$ cat src/rtl/flash_read_arbiter.sv
// Two-port round-robin arbiter that serialises byte/half/word read requests
// into single-byte flash reads and returns a little-endian assembled response.
module flash_read_arbiter #(
  parameter int unsigned ADDR_WIDTH     = 32,
  parameter int unsigned TIMEOUT_CYCLES = 255
) (
  input  logic                  clk,
  input  logic                  rst,
  input  logic                  req0_valid,
  input  logic [ADDR_WIDTH-1:0] req0_addr,
  input  logic [1:0]            req0_size,
  output logic                  req0_ready,
  output logic                  rsp0_valid,
  output logic [31:0]           rsp0_data,
  output logic                  rsp0_err,
  input  logic                  req1_valid,
  input  logic [ADDR_WIDTH-1:0] req1_addr,
  input  logic [1:0]            req1_size,
  output logic                  req1_ready,
  output logic                  rsp1_valid,
  output logic [31:0]           rsp1_data,
  output logic                  rsp1_err,
  output logic [ADDR_WIDTH-1:0] flash_addr,
  output logic                  flash_read_en,
  output logic [2:0]            flash_byte_size,
  input  logic [7:0]            flash_data,
  input  logic                  flash_ready
);

  localparam int unsigned TmoW = $clog2(TIMEOUT_CYCLES + 1);

  typedef enum logic [1:0] {StIdle, StRead, StGap, StResp} state_e;

  state_e                r_state;
  state_e                w_state_next;
  logic                  r_last_grant;
  logic                  r_port;
  logic [ADDR_WIDTH-1:0] r_base;
  logic [1:0]            r_idx;
  logic [1:0]            r_last_idx;
  logic [31:0]           r_data;
  logic [TmoW-1:0]       r_tmo;
  logic [31:0]           r_rsp0_data;
  logic                  r_rsp0_err;
  logic [31:0]           r_rsp1_data;
  logic                  r_rsp1_err;

  logic                  w_idle;
  logic                  w_sel_port;
  logic                  w_accept;
  logic [ADDR_WIDTH-1:0] w_addr;
  logic [1:0]            w_size;
  logic                  w_misalign;
  logic                  w_tmo_hit;
  logic [31:0]           w_data_upd;
  logic                  w_capture;
  logic                  w_finish;
  logic                  w_fin_err;
  logic                  w_fin_port;
  logic [31:0]           w_fin_data;

  // On a tie the port that did not win last time gets the grant.
  assign w_idle     = (r_state == StIdle);
  assign w_sel_port = (req0_valid && req1_valid) ? ~r_last_grant : req1_valid;
  assign w_accept   = w_idle && (req0_valid || req1_valid);
  assign req0_ready = w_idle && req0_valid && !w_sel_port;
  assign req1_ready = w_idle && req1_valid && w_sel_port;

  assign w_addr     = w_sel_port ? req1_addr : req0_addr;
  assign w_size     = w_sel_port ? req1_size : req0_size;
  assign w_misalign = (w_size == 2'd3) ||
                      ((w_size == 2'd1) && w_addr[0]) ||
                      ((w_size == 2'd2) && (w_addr[1:0] != 2'b00));
  assign w_tmo_hit  = (r_tmo == TmoW'(TIMEOUT_CYCLES - 1));

  always_comb begin
    w_data_upd = r_data;
    w_data_upd[{r_idx, 3'b000} +: 8] = flash_data;
  end

  always_comb begin
    w_state_next = r_state;
    w_capture    = 1'b0;
    w_finish     = 1'b0;
    w_fin_err    = 1'b0;
    unique case (r_state)
      StIdle: begin
        if (w_accept) begin
          if (w_misalign) begin
            w_state_next = StResp;
            w_finish     = 1'b1;
            w_fin_err    = 1'b1;
          end else begin
            w_state_next = StRead;
          end
        end
      end
      StRead: begin
        if (flash_ready) begin
          w_capture = 1'b1;
          if (r_idx == r_last_idx) begin
            w_state_next = StResp;
            w_finish     = 1'b1;
          end else begin
            w_state_next = StGap;
          end
        end else if (w_tmo_hit) begin
          w_state_next = StResp;
          w_finish     = 1'b1;
          w_fin_err    = 1'b1;
        end
      end
      StGap:   w_state_next = StRead;
      StResp:  w_state_next = StIdle;
      default: w_state_next = StIdle;
    endcase
  end

  assign w_fin_port = w_idle ? w_sel_port : r_port;
  assign w_fin_data = w_fin_err ? 32'd0 : w_data_upd;

  always_ff @(posedge clk or negedge rst) begin
    if (!rst) begin
      r_state <= StIdle;
    end else begin
      r_state <= w_state_next;
    end
  end

  always_ff @(posedge clk or negedge rst) begin
    if (!rst) begin
      r_last_grant <= 1'b1;
      r_port       <= 1'b0;
      r_base       <= '0;
      r_idx        <= 2'd0;
      r_last_idx   <= 2'd0;
      r_data       <= 32'd0;
      r_tmo        <= '0;
      r_rsp0_data  <= 32'd0;
      r_rsp0_err   <= 1'b0;
      r_rsp1_data  <= 32'd0;
      r_rsp1_err   <= 1'b0;
    end else begin
      if (w_accept) begin
        r_port       <= w_sel_port;
        r_last_grant <= w_sel_port;
        r_base       <= w_addr;
        r_idx        <= 2'd0;
        r_last_idx   <= (w_size == 2'd0) ? 2'd0 : (w_size == 2'd1) ? 2'd1 : 2'd3;
        r_data       <= 32'd0;
        r_tmo        <= '0;
      end
      if (r_state == StRead) begin
        if (w_capture) begin
          r_data <= w_data_upd;
          r_idx  <= r_idx + 2'd1;
          r_tmo  <= '0;
        end else begin
          r_tmo  <= r_tmo + 1'b1;
        end
      end
      if (w_finish) begin
        if (w_fin_port) begin
          r_rsp1_data <= w_fin_data;
          r_rsp1_err  <= w_fin_err;
        end else begin
          r_rsp0_data <= w_fin_data;
          r_rsp0_err  <= w_fin_err;
        end
      end
    end
  end

  assign flash_read_en   = (r_state == StRead);
  assign flash_addr      = r_base + ADDR_WIDTH'(r_idx);
  assign flash_byte_size = 3'd1;
  assign rsp0_valid      = (r_state == StResp) && !r_port;
  assign rsp1_valid      = (r_state == StResp) && r_port;
  assign rsp0_data       = r_rsp0_data;
  assign rsp0_err        = r_rsp0_err;
  assign rsp1_data       = r_rsp1_data;
  assign rsp1_err        = r_rsp1_err;

endmodule

$ cat config.mk
export PLATFORM = sky130hd
export DESIGN_NAME = flash_read_arbiter
export DESIGN_NICKNAME = d
export VERILOG_FILES = /design/src/rtl/flash_read_arbiter.sv
export SDC_FILE = /design/constraint.sdc
export NUM_CORES = 1
export LEC_CHECK = 0
export ABC_AREA = 0
export CORE_ASPECT_RATIO = 0.8
export CORE_MARGIN = 5
export CORE_UTILIZATION = 33
export DETAILED_ROUTE_END_ITERATION = 7
export REMOVE_ABC_BUFFERS = 1
export SLEW_MARGIN = 20
export SYNTH_ARGS = -nofsm -noshare
export SYNTH_HDL_FRONTEND = slang
export SYNTH_SLANG_ARGS = --single-unit
$ cat constraint.sdc
create_clock -name clk -period 5.7 [get_ports clk]
set_clock_uncertainty 0.15 [all_clocks]
set_input_delay 0.855 -clock clk [delete_from_list [all_inputs] [get_ports clk]]
set_output_delay 0.855 -clock clk [all_outputs]
set_load 0.02 [all_outputs]
# ---- Word level (Yosys, flattened, before mapping)
# Index checks and enable logic that the tools add are counted.
dict set report totals {
  register_bits 146
  latchBits 0
  ramBits 0
  mem_bits_ro 0
  input_bits 81
  wordCells 85
  mem_count 0
}
dict set report classes {
  addsub 4
  n_mul 0
  n_div 0
  n_lt_le_gt_ge 0
  eq_ne 10
  shifts 2
  mux 33
  n_bitwise 2
  reduce_logical 22
}
# op count
set ops {}
lappend ops {{2-to-1 mux 32 bit} 5}
lappend ops {{adder 32 x 2 -> 32 bit} 1}
lappend ops {{bitwise mux 32 bit} 1}
lappend ops {{variable shift 8 x 7 -> 32 bit (first input constant)} 1}
lappend ops {{variable part select 8 x 7 -> 32 bit} 1}
lappend ops {{2-to-1 mux 8 bit} 3}
lappend ops {{2-to-1 mux 2 bit} 10}
lappend ops {{2-to-1 mux 1 bit} 11}
lappend ops {{logical AND 1 bit} 10}
lappend ops {{adder 8 x 1 -> 8 bit (second input constant)} 1}
lappend ops {{equality test 2 bit (second input constant)} 4}
lappend ops {{equality test 8 bit (second input constant)} 1}
lappend ops {{case mux 2 bit (4 select lines)} 1}
lappend ops {{negator 5 -> 7 bit} 1}
lappend ops {{AND reduction 2 bit} 3}
lappend ops {{equality test 2 x 1 -> 1 bit (second input constant)} 2}
lappend ops {{zero test 2 bit} 2}
lappend ops {{case mux 1 bit (2 select lines)} 2}
lappend ops {{nonzero test 2 bit} 2}
lappend ops {{logical OR 1 bit} 3}
lappend ops {{!= test 3 x 1 -> 1 bit (second input constant)} 1}
lappend ops {{adder 2 x 1 -> 2 bit (second input constant)} 1}
lappend ops {{equality test 2 bit} 1}
lappend ops {{zero test 1 bit} 2}
lappend ops {{other kinds (2)} 3}

# ---- Logic depth before layout (Yosys ltp)
# Gate-level depths: netlist (run 1).
dict set report depth {
  word_depth 11
  ltp_mapped 8
}

# ---- Worst setup path after synthesis (run 1)
# OpenSTA, ideal clock, no wires.
dict set report synth_path {
  path_type {register to output}
  from {register r_idx[0]}
  to {output flash_addr[26]}
  t_arrival_ps 2251
  t_required_ps 4695
  slack_ps 2444
  stages_incl_launch_ff 9
  path_buffers 0
  path_cell_list {dfrtp_1 > ha_1 > inv_1 > fa_1 > nand2b_1 > nor4_4 > and2_2 > nand3_1 > xnor2_1}
}
dict set report synth_via {
  elab_chain_len 1
}
# element line
set synth_lines {}
lappend synth_lines {{from (decl)} 39} ;# logic [1:0] r_idx;
lappend synth_lines {{from (signal assigned)} 156} ;# r_idx <= r_idx + 2'd1;
lappend synth_lines {{adder 32 x 2 -> 32 bit} 175} ;# assign flash_addr = r_base + ADDR_WIDTH'(r_idx);
lappend synth_lines {{to (decl)} 23} ;# output logic [ADDR_WIDTH-1:0] flash_addr,
# No other way between the ends.

# ---- Worst setup path in the final report (run 1)
# Ends and elaborated chain as after synthesis.

==> impl_results.md, run 1 <==
- Status: completed
- CP Capture Type: output port
- I/O pins: ~190
- Slowest CP cell: clkdlybuf4s50_1
- Critical Path Start Type: register
- FF+latch count, synth: 146
- Clk buf depth: 2
- Switch Pwr: 2.17 mW
- Worst vdd ir: 0.296 mV
- Distinct cells, synth: 53
- DRT iter0 DRCs: 351
- Sequential share of the synthesized area: 0.496
- Die Footprint: 25500 sq um
- Routed Wire Length: 20600 um
- Root buf cell: clkbuf_16
- Crit path max-delay family: simple AND/OR/NAND/NOR gates
- Sequential share of power: 0.330
- Area grow syn2layout: 36.6%
- Initial antenna violation count: 0
- Buf+Inv Stages, Crit Path: 2
- Routed WL per cell: 15.6 um
- Reported max-cap violation count: 0
- Worst Path Arrival: ~3400 ps
- Min cycle time layout: 4370 ps
- Mapped cell area: ~7400 sq um
- Total power: 5.37 mW
- Multi-input combinational cell area: ~3100 sq um
- Post-Syn Instances: about 840
- CTS tree: done
- Initial Util: 0.338
- Yosys warns: 0
- Pin count of the biggest net entering global routing: 101
- Fillcell total: around 2100
- Worst path cell trace: ha_1, inv_1, fa_1, nand2b_1, nor4_4, and2_2, nand3_1, xnor2_1, clkdlybuf4s50_1
- Number of CTS-inserted buffers: 17
- Setup Viol. Count Final: 0
- Synth async-reset ratio: 1.00
- Syn_area_per_cell: a little under 9 sq um
- Port bufs: roughly 180
- Die width: ~180 um
- Static Leak: 4.23 nW
- DR vias: a little over 6000
- Hold Buf Count CTS: 0
- Chip height: 144 um
- Global-route wire length before repair: 33100 um
- Clock-pin slew on the worst setup and hold paths: 60 ps
- Slew margin rel.: 0.367
- CP peak stage delay: between 600 and 700 ps
- Vias in the first global route: 6027
- Yosys top cell area share: 0.492
- Post-DP HPWL: 14600 um
- Post-cts resize count: 0
- Reg area: ~3700 sq um
- Ranking of synthesized cells by area: dfrtp_1 49%, o21ai_0 8.3%, nand2_1 8.0%
- Tightest Hold Check Type: register to register
- # nets final: approximately 1100
- Top FF cell, synth: dfrtp_1
- Final Hold Fails: 0
- Kind of critical path: register to output port
- Part of the cycle the worst path needs: 0.767
- Clock latency at the later pin of the worst-skew pair: 420 ps
- Most frequent cells in the layout: 182 x clkdlybuf4s50_1, 157 x nand2_1, 145 x dfrtp_1
- Switching fraction of total power: 0.405
- Ant diodes: 0
- Detailed Routing Iterations Pass 1: 5
- RSZ-0062 raised after global routing: no
- Fraction of layout cells with a size suffix above 1: 0.0576
- Row count: 48
- Residual DRC: 0
- Vias per cell: approximately 4.6
- Global Route Usage Sum: 0.164
- Yosys top cell by area: dfrtp_1
- Req. time, crit path: 4700 ps
- Post-synth EDFFs: 0
- Max frequency: 229 MHz
- Cell-internal power: 3.20 mW
- Clock Sinks: 146
- Gpl congestion: 0.808
- CP max FO: 9
- PD cells: about 530 nW/um^2
- Core area: 21800 sq um
- GRT overflow: 0
- Gate power share: 0.449
- Antenna-violating nets left: 0
- Post-CTS Setup Inserts: 0
- Depth of the CTS H-tree: 4
- Leading cell type in the layout, fill and taps excluded: clkdlybuf4s50_1
- Clock power frac: 0.221
- Max Transition Viols Final: 0
- TNS Setup: 0 ps
- Worst-Margin Slew: 948 ps
## final timing paths
kind	from	end	slack, ps	cells past startpoint
min in group asynchronous	rst	rsp1_data[3]	380	1
max in group asynchronous	rst	r_tmo[2]	3790	2
worst min-delay path	r_tmo[5]	r_tmo[5]	340	1
worst max-delay path	r_idx[0]	flash_addr[26]	1330	9
worst min register to register	r_tmo[5]	r_tmo[5]	340	1
worst max register to register	r_last_grant	rsp1_data[8]	2910	5
## cell usage after synthesis, types with 2 or more instances
library cell,n
mux2i_1,34
and2_1,3
a21o_1,2
mux2_2,2
a21oi_4,2
o21ai_0,122
nand3_1,41
buf_4,9
dfrtp_1,145
xor2_1,8
nand4_1,6
xnor2_1,27
a31oi_1,3
o21ai_1,53
and4_1,2
nor3_1,7
nor4_4,2
inv_1,104
ha_1,9
nor2_1,18
nor2_2,2
nor2b_1,11
nand2_1,158
nand2b_1,3
and3_1,7
a21oi_1,4
clkbuf_1,19
conb_1,2
buf_2,14
## metal layers
metal	routed length, um	track usage	vias to the layer above	part of all wire
met2	9150	0.239	136	0.44
met3	1000	0.0395	23	0.049
li1	-	-	3079	-
met5	0	0	-	0
met1	10200	0.244	2848	0.49
met4	299	0.0468	0	0.015
## per-stage QoR
stage	instance area, sq um	util	instances	hold slack [ps]	setup WS, ps
after floorplan	7160	-	801	296	1270
after global placement	9450	0.433	1292	325	1770
after detailed placement	9450	0.433	1292	329	1710
after CTS	10100	0.462	1324	341	1250
after global routing	10100	0.462	1324	365	1060
final	10100	0.462	1324	341	1330
## cell families (layout without fill, tap and decap cells)
kind of cell | after synthesis | after routing | synth area share
other | 2 | 3 | 0.00102
adder cells (fa/ha/maj) | 10 | 10 | 0.0180
multiplexers | 36 | 36 | 0.0492
flip-flops | 146 | 146 | 0.496
AND/OR/NAND/NOR | 273 | 273 | 0.172
XOR/XNOR | 35 | 35 | 0.0416
AO/OA/AOI/OAI | 194 | 194 | 0.141
buffers and inverters | 147 | 327 | 0.0818
## final cells by class
class | instances | area share
clock buffer | 19 | 0.0450
clock inverter | 13 | 0.0171
inverter | 104 | 0.0388
multi-input combinational | 551 | 0.311
sequential | 146 | 0.363
tap | 300 | 0.0373
timing repair buffer | 191 | 0.188
## power groups by stage
| stage | combinational, mW | clock [mW] | sequential, mW |
|---|---|---|---|
| 6_report | 2.41 | 1.19 | 1.77 |
| 5_1_grt | 2.64 | 1.26 | 1.84 |
| 4_1_cts | 2.45 | 1.21 | 1.78 |
| 3_5_place_dp | 2.44 | 0 | 1.78 |
| 3_3_place_gp | 2.42 | 0 | 1.79 |
| 2_1_floorplan | 1.04 | 0 | 2.00 |
## sequential cells by signal, indices dropped and copies added (netlist names)
signal        cells
r_base           32
r_data           32
rsp0_data        32
rsp1_data        32
r_tmo             8
r_idx             2
r_last_idx        2
r_state           2
r_last_grant      1
r_port            1
rsp0_err          1
rsp1_err          1
Power figures use the tool's default switching activity.
==> run 2, diff against run 1 <==
==> constraint.sdc (replaced) <==
create_clock -name clk -period 4.1 [get_ports clk]
set_clock_uncertainty 0.15 [all_clocks]
set_input_delay 0.615 -clock clk [delete_from_list [all_inputs] [get_ports clk]]
set_output_delay 0.615 -clock clk [all_outputs]
set_load 0.02 [all_outputs]
==> impl_results.md, run 2 (synthesis results as in run 1) <==
- Static Leak: 4.27 nW
- Area grow syn2layout: 36.9%
- GRT overflow: 0
- Residual DRC: 0
- Initial antenna violation count: 0
- CTS tree: done
- Detailed Routing Iterations Pass 1: 5
- DR vias: 6145
- Total power: 7.40 mW
- Tightest Hold Check Type: input pin to asynchronous set/reset pin
- # nets final: about 1100
- DRT iter0 DRCs: 410
- TNS Setup: 0 ps
- Vias in the first global route: 6317
- Leading cell type in the layout, fill and taps excluded: clkdlybuf4s50_1
- Row count: 48
- Kind of critical path: register to output port
- Number of CTS-inserted buffers: 17
- Max Transition Viols Final: 0
- Min cycle time layout: 3920 ps
- Status: completed
- Chip height: ~140 um
- Clock-pin slew on the worst setup and hold paths: around 70 ps
- Critical Path Start Type: register
- Port bufs: 183
- Final Cell Area: 10100 sq um
- Pin count of the biggest net entering global routing: 92
- CP max FO: 6
- Global Route Usage Sum: 0.169
- Worst vdd ir: between 0.4 and 0.5 mV
- Routed WL per cell: 15.9 um
- Slew margin rel.: 0.412
- Initial Util: 0.338
- Final worst slack: 182 ps
- Final Hold Fails: 0
- Global-route wire length before repair: 34200 um
- Fraction of layout cells with a size suffix above 1: 0.0640
- Most frequent cells in the layout: 180 x clkdlybuf4s50_1, 157 x nand2_1, 145 x dfrtp_1
- Clk buf depth: 2
- Root buf cell: clkbuf_16
- Ant diodes: 0
- Reg2Reg Setup Slack: about 1700 ps
- Worst Path Arrival: 3150 ps
- Max frequency: 255 MHz
- Core area: 21800 sq um
- Reported max-cap violation count: 0
- PD cells: between 700 and 800 nW/um^2
- Req. time, crit path: roughly 3300 ps
- Die width: roughly 180 um
- Gpl congestion: ~0.76
- Tightest hold margin: 102 ps
- Vias per cell: about 4.6
- Part of the cycle the worst path needs: 0.956
- CP Capture Type: output port
- Clock Sinks: 146
- Post-DP HPWL: 15000 um
- Worst-Margin Slew: 881 ps
- Place WS: 551 ps
- Depth of the CTS H-tree: 4
- I/O pins: 187
- Clock latency at the later pin of the worst-skew pair: 420 ps
- Antenna-violating nets left: 0
- Setup Viol. Count Final: 0
- Placed Area: 9500 sq um
- Routed Wire Length: 21200 um
- Die Footprint: 25500 sq um
-- run 2: path summary, 6_finish.rpt --
kind / startpoint / to / cells after the start
max in group asynchronous: rst / r_tmo[4] / 2
setup reg to reg: r_state[1] / rsp0_data[16] / 6
hold reg to reg: r_tmo[5] / r_tmo[5] / 1
min in group clk: r_tmo[5] / r_tmo[5] / 1
setup / recovery: r_idx[1] / flash_addr[28] / 9
hold / removal: rst / rsp1_data[1] / 1
-- run 2: cell type report --
class | count | area, sq um
clock inverter | 14 | 143
inverter | 104 | 390
clock buffer | 18 | 439
fill | 2111 | 11700
multi-input combinational | 551 | 3130
tap | 300 | 375
timing repair buffer | 198 | 1960
sequential | 146 | 3650
-- run 2: timing repair --
item,CTS,global route
hold buffers,0,0
gates resized for setup,0,2
setup buffers,0,2
endpoints found under the setup margin,0,3
-- run 2: report_power, final --
part | internal (mW) | switching (mW)
combinational | 1.46 | 1.94
sequential | 2.00 | 0.461
clock | 0.871 | 0.673
total | 4.33 | 3.07
-- run 2: metal layers --
| metal | up-vias | GRT usage | routed length [um] |
|---|---|---|---|
| met1 | 2885 | 0.245 | 10600 |
| li1 | 3104 | - | - |
| met5 | - | 0 | 0 |
| met3 | 21 | 0.0405 | 936 |
| met4 | 0 | 0.0456 | 337 |
| met2 | 135 | 0.255 | 9320 |
-- run 2: worst max-delay path: stages (launching register included) --
cell,delay [ps]
dfrtp_1,440
inv_1,150
fa_1,470
nand2b_1,220
nor4_4,220
buf_4,190
and2_2,200
nand2_1,80
xnor2_1,130
clkdlybuf4s50_1,630
-- run 2: stage by stage --
stage | cells | utilization
2_1_floorplan | 801 | -
3_3_place_gp | 1297 | 0.436
3_5_place_dp | 1297 | 0.436
4_1_cts | 1329 | 0.462
5_1_grt | 1331 | 0.463
6_report | 1331 | 0.463
==> run 3, diff against run 2 <==
--- a/config.mk
+++ b/config.mk
@@ -5,11 +5,11 @@
 export SDC_FILE = /design/constraint.sdc
 export NUM_CORES = 1
 export LEC_CHECK = 0
-export ABC_AREA = 0
 export CORE_ASPECT_RATIO = 0.8
 export CORE_MARGIN = 5
 export CORE_UTILIZATION = 33
 export DETAILED_ROUTE_END_ITERATION = 7
+export PLACE_DENSITY_LB_ADDON = 0.05
 export REMOVE_ABC_BUFFERS = 1
 export SLEW_MARGIN = 20
 export SYNTH_ARGS = -nofsm -noshare
==> impl_results.md, run 3 (synthesis results as in run 1) <==
- Status: completed
- Most frequent cells in the layout: 179 x clkdlybuf4s50_1, 157 x nand2_1, 145 x dfrtp_1
- Buf+Inv Stages, Crit Path: 4
- Place WS: 601 ps
- Detailed Routing Iterations Pass 1: 5
- Vias per cell: between 4 and 5
- Chip height: 144 um
- Ant diodes: 0
- Reported max-cap violation count: 0
- CTS tree: done
- Pin count of the biggest net entering global routing: 76
- Setup Viol. Count Final: 0
- PD cells: about 730 nW/um^2
- DR vias: 6108
- Post-DP HPWL: 14700 um
- Routed Wire Length: 20800 um
- Clock Sinks: 146
- CP Capture Type: output port
- Clk buf depth: 2
- Critical Path Start Type: register
- Global Route Usage Sum: 0.170
- Static Leak: 4.29 nW
- Final Hold Fails: 0
- DRT iter0 DRCs: 314
- Global-route wire length before repair: around 34000 um
- Die Footprint: ~25000 sq um
- Sequential share of power: 0.330
- RSZ-0062 raised after global routing: no
- Min cycle time layout: slightly below 4000 ps
- Final worst slack: 218 ps
- Max Transition Viols Final: 0
- Part of the cycle the worst path needs: 0.947
- TNS Setup: 0 ps
- Switch Pwr: around 3 mW
- Switching fraction of total power: 0.411
- Slowest CP cell: clkdlybuf4s50_1
- # nets final: 1110
- Final Cell Area: a little over 10000 sq um
- Core area: 21800 sq um
- CP max FO: 5
- Clock-pin slew on the worst setup and hold paths: 60 ps
- Clock latency at the later pin of the worst-skew pair: 430 ps
- Gate power share: 0.455
- Fraction of layout cells with a size suffix above 1: 0.0649
- Max frequency: about 260 MHz
- Row count: 48
- Crit path max-delay family: buffers and inverters
- Depth of the CTS H-tree: 4
- Antenna-violating nets left: 0
- I/O pins: 187
- Kind of critical path: register to output port
- Vias in the first global route: 6235
- Req. time, crit path: 3340 ps
- Port bufs: 183
- Initial Util: 0.338
- GRT overflow: 0
- Initial antenna violation count: 0
- Tightest Hold Check Type: input pin to asynchronous set/reset pin
- Die width: 177 um
- Reg area: 3650 sq um
- Leading cell type in the layout, fill and taps excluded: clkdlybuf4s50_1
- Routed WL per cell: 15.6 um
- Gpl congestion: 0.787
- Clock power frac: 0.215
- Critical path's most frequent cell: buf_4
- Root buf cell: clkbuf_16
- Fin util: 0.464
- Number of CTS-inserted buffers: 17
- Worst Path Arrival: between 3000 and 4000 ps
- Area grow syn2layout: 37.2%
- Residual DRC: 0
- Worst-Margin Slew: 716 ps
- Slew margin rel.: 0.523
- Worst path cell trace: inv_1, fa_1, nand2b_1, nor4_4, buf_4, buf_4, nand4_1, xnor2_1, clkdlybuf4s50_1
- Multi-input combinational cell area: roughly 3100 sq um
- Placed Area: roughly 9500 sq um
- Fillcell total: approximately 2100
- Worst vdd ir: ~0.32 mV
- Cell-internal power: between 4 and 5 mW
- CP peak stage delay: a little over 600 ps
## run 3: changes by cell type in the layout (fill, tap and decap cells not counted)
cell,previous run,this run
clkinv_4,3,0
inv_6,5,8
buf_4,14,15
bufinv_16,1,2
clkbuf_8,1,0
clkdlybuf4s50_1,180,179
clkinvlp_4,2,3
dlymetal6s2s_1,2,3
inv_8,2,1
## run 3: metal layers
| layer | up-vias | wire length, um | track usage |
|---|---|---|---|
| met4 | 0 | 305 | 0.0440 |
| met3 | 18 | 1250 | 0.0547 |
| met5 | - | 0 | 0 |
| met1 | 2840 | 10200 | 0.243 |
| met2 | 136 | 8980 | 0.249 |
| li1 | 3114 | - | - |
## run 3: what timing repair did
item                                    4_1_cts  5_1_grt
buffers inserted                              0        1
resized for setup                             0        3
hold buffers                                  0        0
endpoints found under the setup margin        0        3
## run 3: cell type report
class / instances / area share
clock buffer: 17 / 0.0420
clock inverter: 15 / 0.0167
inverter: 104 / 0.0386
multi-input combinational: 551 / 0.309
sequential: 146 / 0.361
tap: 300 / 0.0371
timing repair buffer: 199 / 0.195
## run 3: worst register-to-register path, stage by stage (launching register included)
cell      delay (ps)
dfstp_2          390
a21boi_4         330
buf_4            250
nor3b_1          190
o21ai_1          220
a21oi_4          170
buf_4            390
o21ai_0          160
## run 3: power groups by stage
| stage | combinational (mW) | clock, mW | sequential (mW) |
|---|---|---|---|
| 2_1_floorplan | 1.45 | 0 | 2.77 |
| 3_3_place_gp | 3.41 | 0 | 2.49 |
| 3_5_place_dp | 3.43 | 0 | 2.47 |
| 4_1_cts | 3.45 | 1.64 | 2.46 |
| 5_1_grt | 3.72 | 1.70 | 2.54 |
| 6_report | 3.38 | 1.60 | 2.45 |
## run 3: final timing paths
check,startpoint,depth (start not counted),to,slack [ps]
setup / recovery,r_idx[1],9,flash_addr[14],220
hold / removal,rst,1,rsp1_data[24],90
setup reg to reg,r_last_grant,7,rsp1_data[0],1710
hold reg to reg,r_tmo[5],1,r_tmo[5],340
max in group asynchronous,rst,2,r_idx[0],2940
min in group clk,r_tmo[5],1,r_tmo[5],340
## run 3: metrics by stage
stage	power [mW]	std cells	hold WS [ps]
after floorplan	4.22	801	169
after global placement	5.90	1299	329
after detailed placement	5.91	1299	329
after CTS	7.54	1331	106
after global routing	7.96	1332	136
final	7.43	1332	87.6
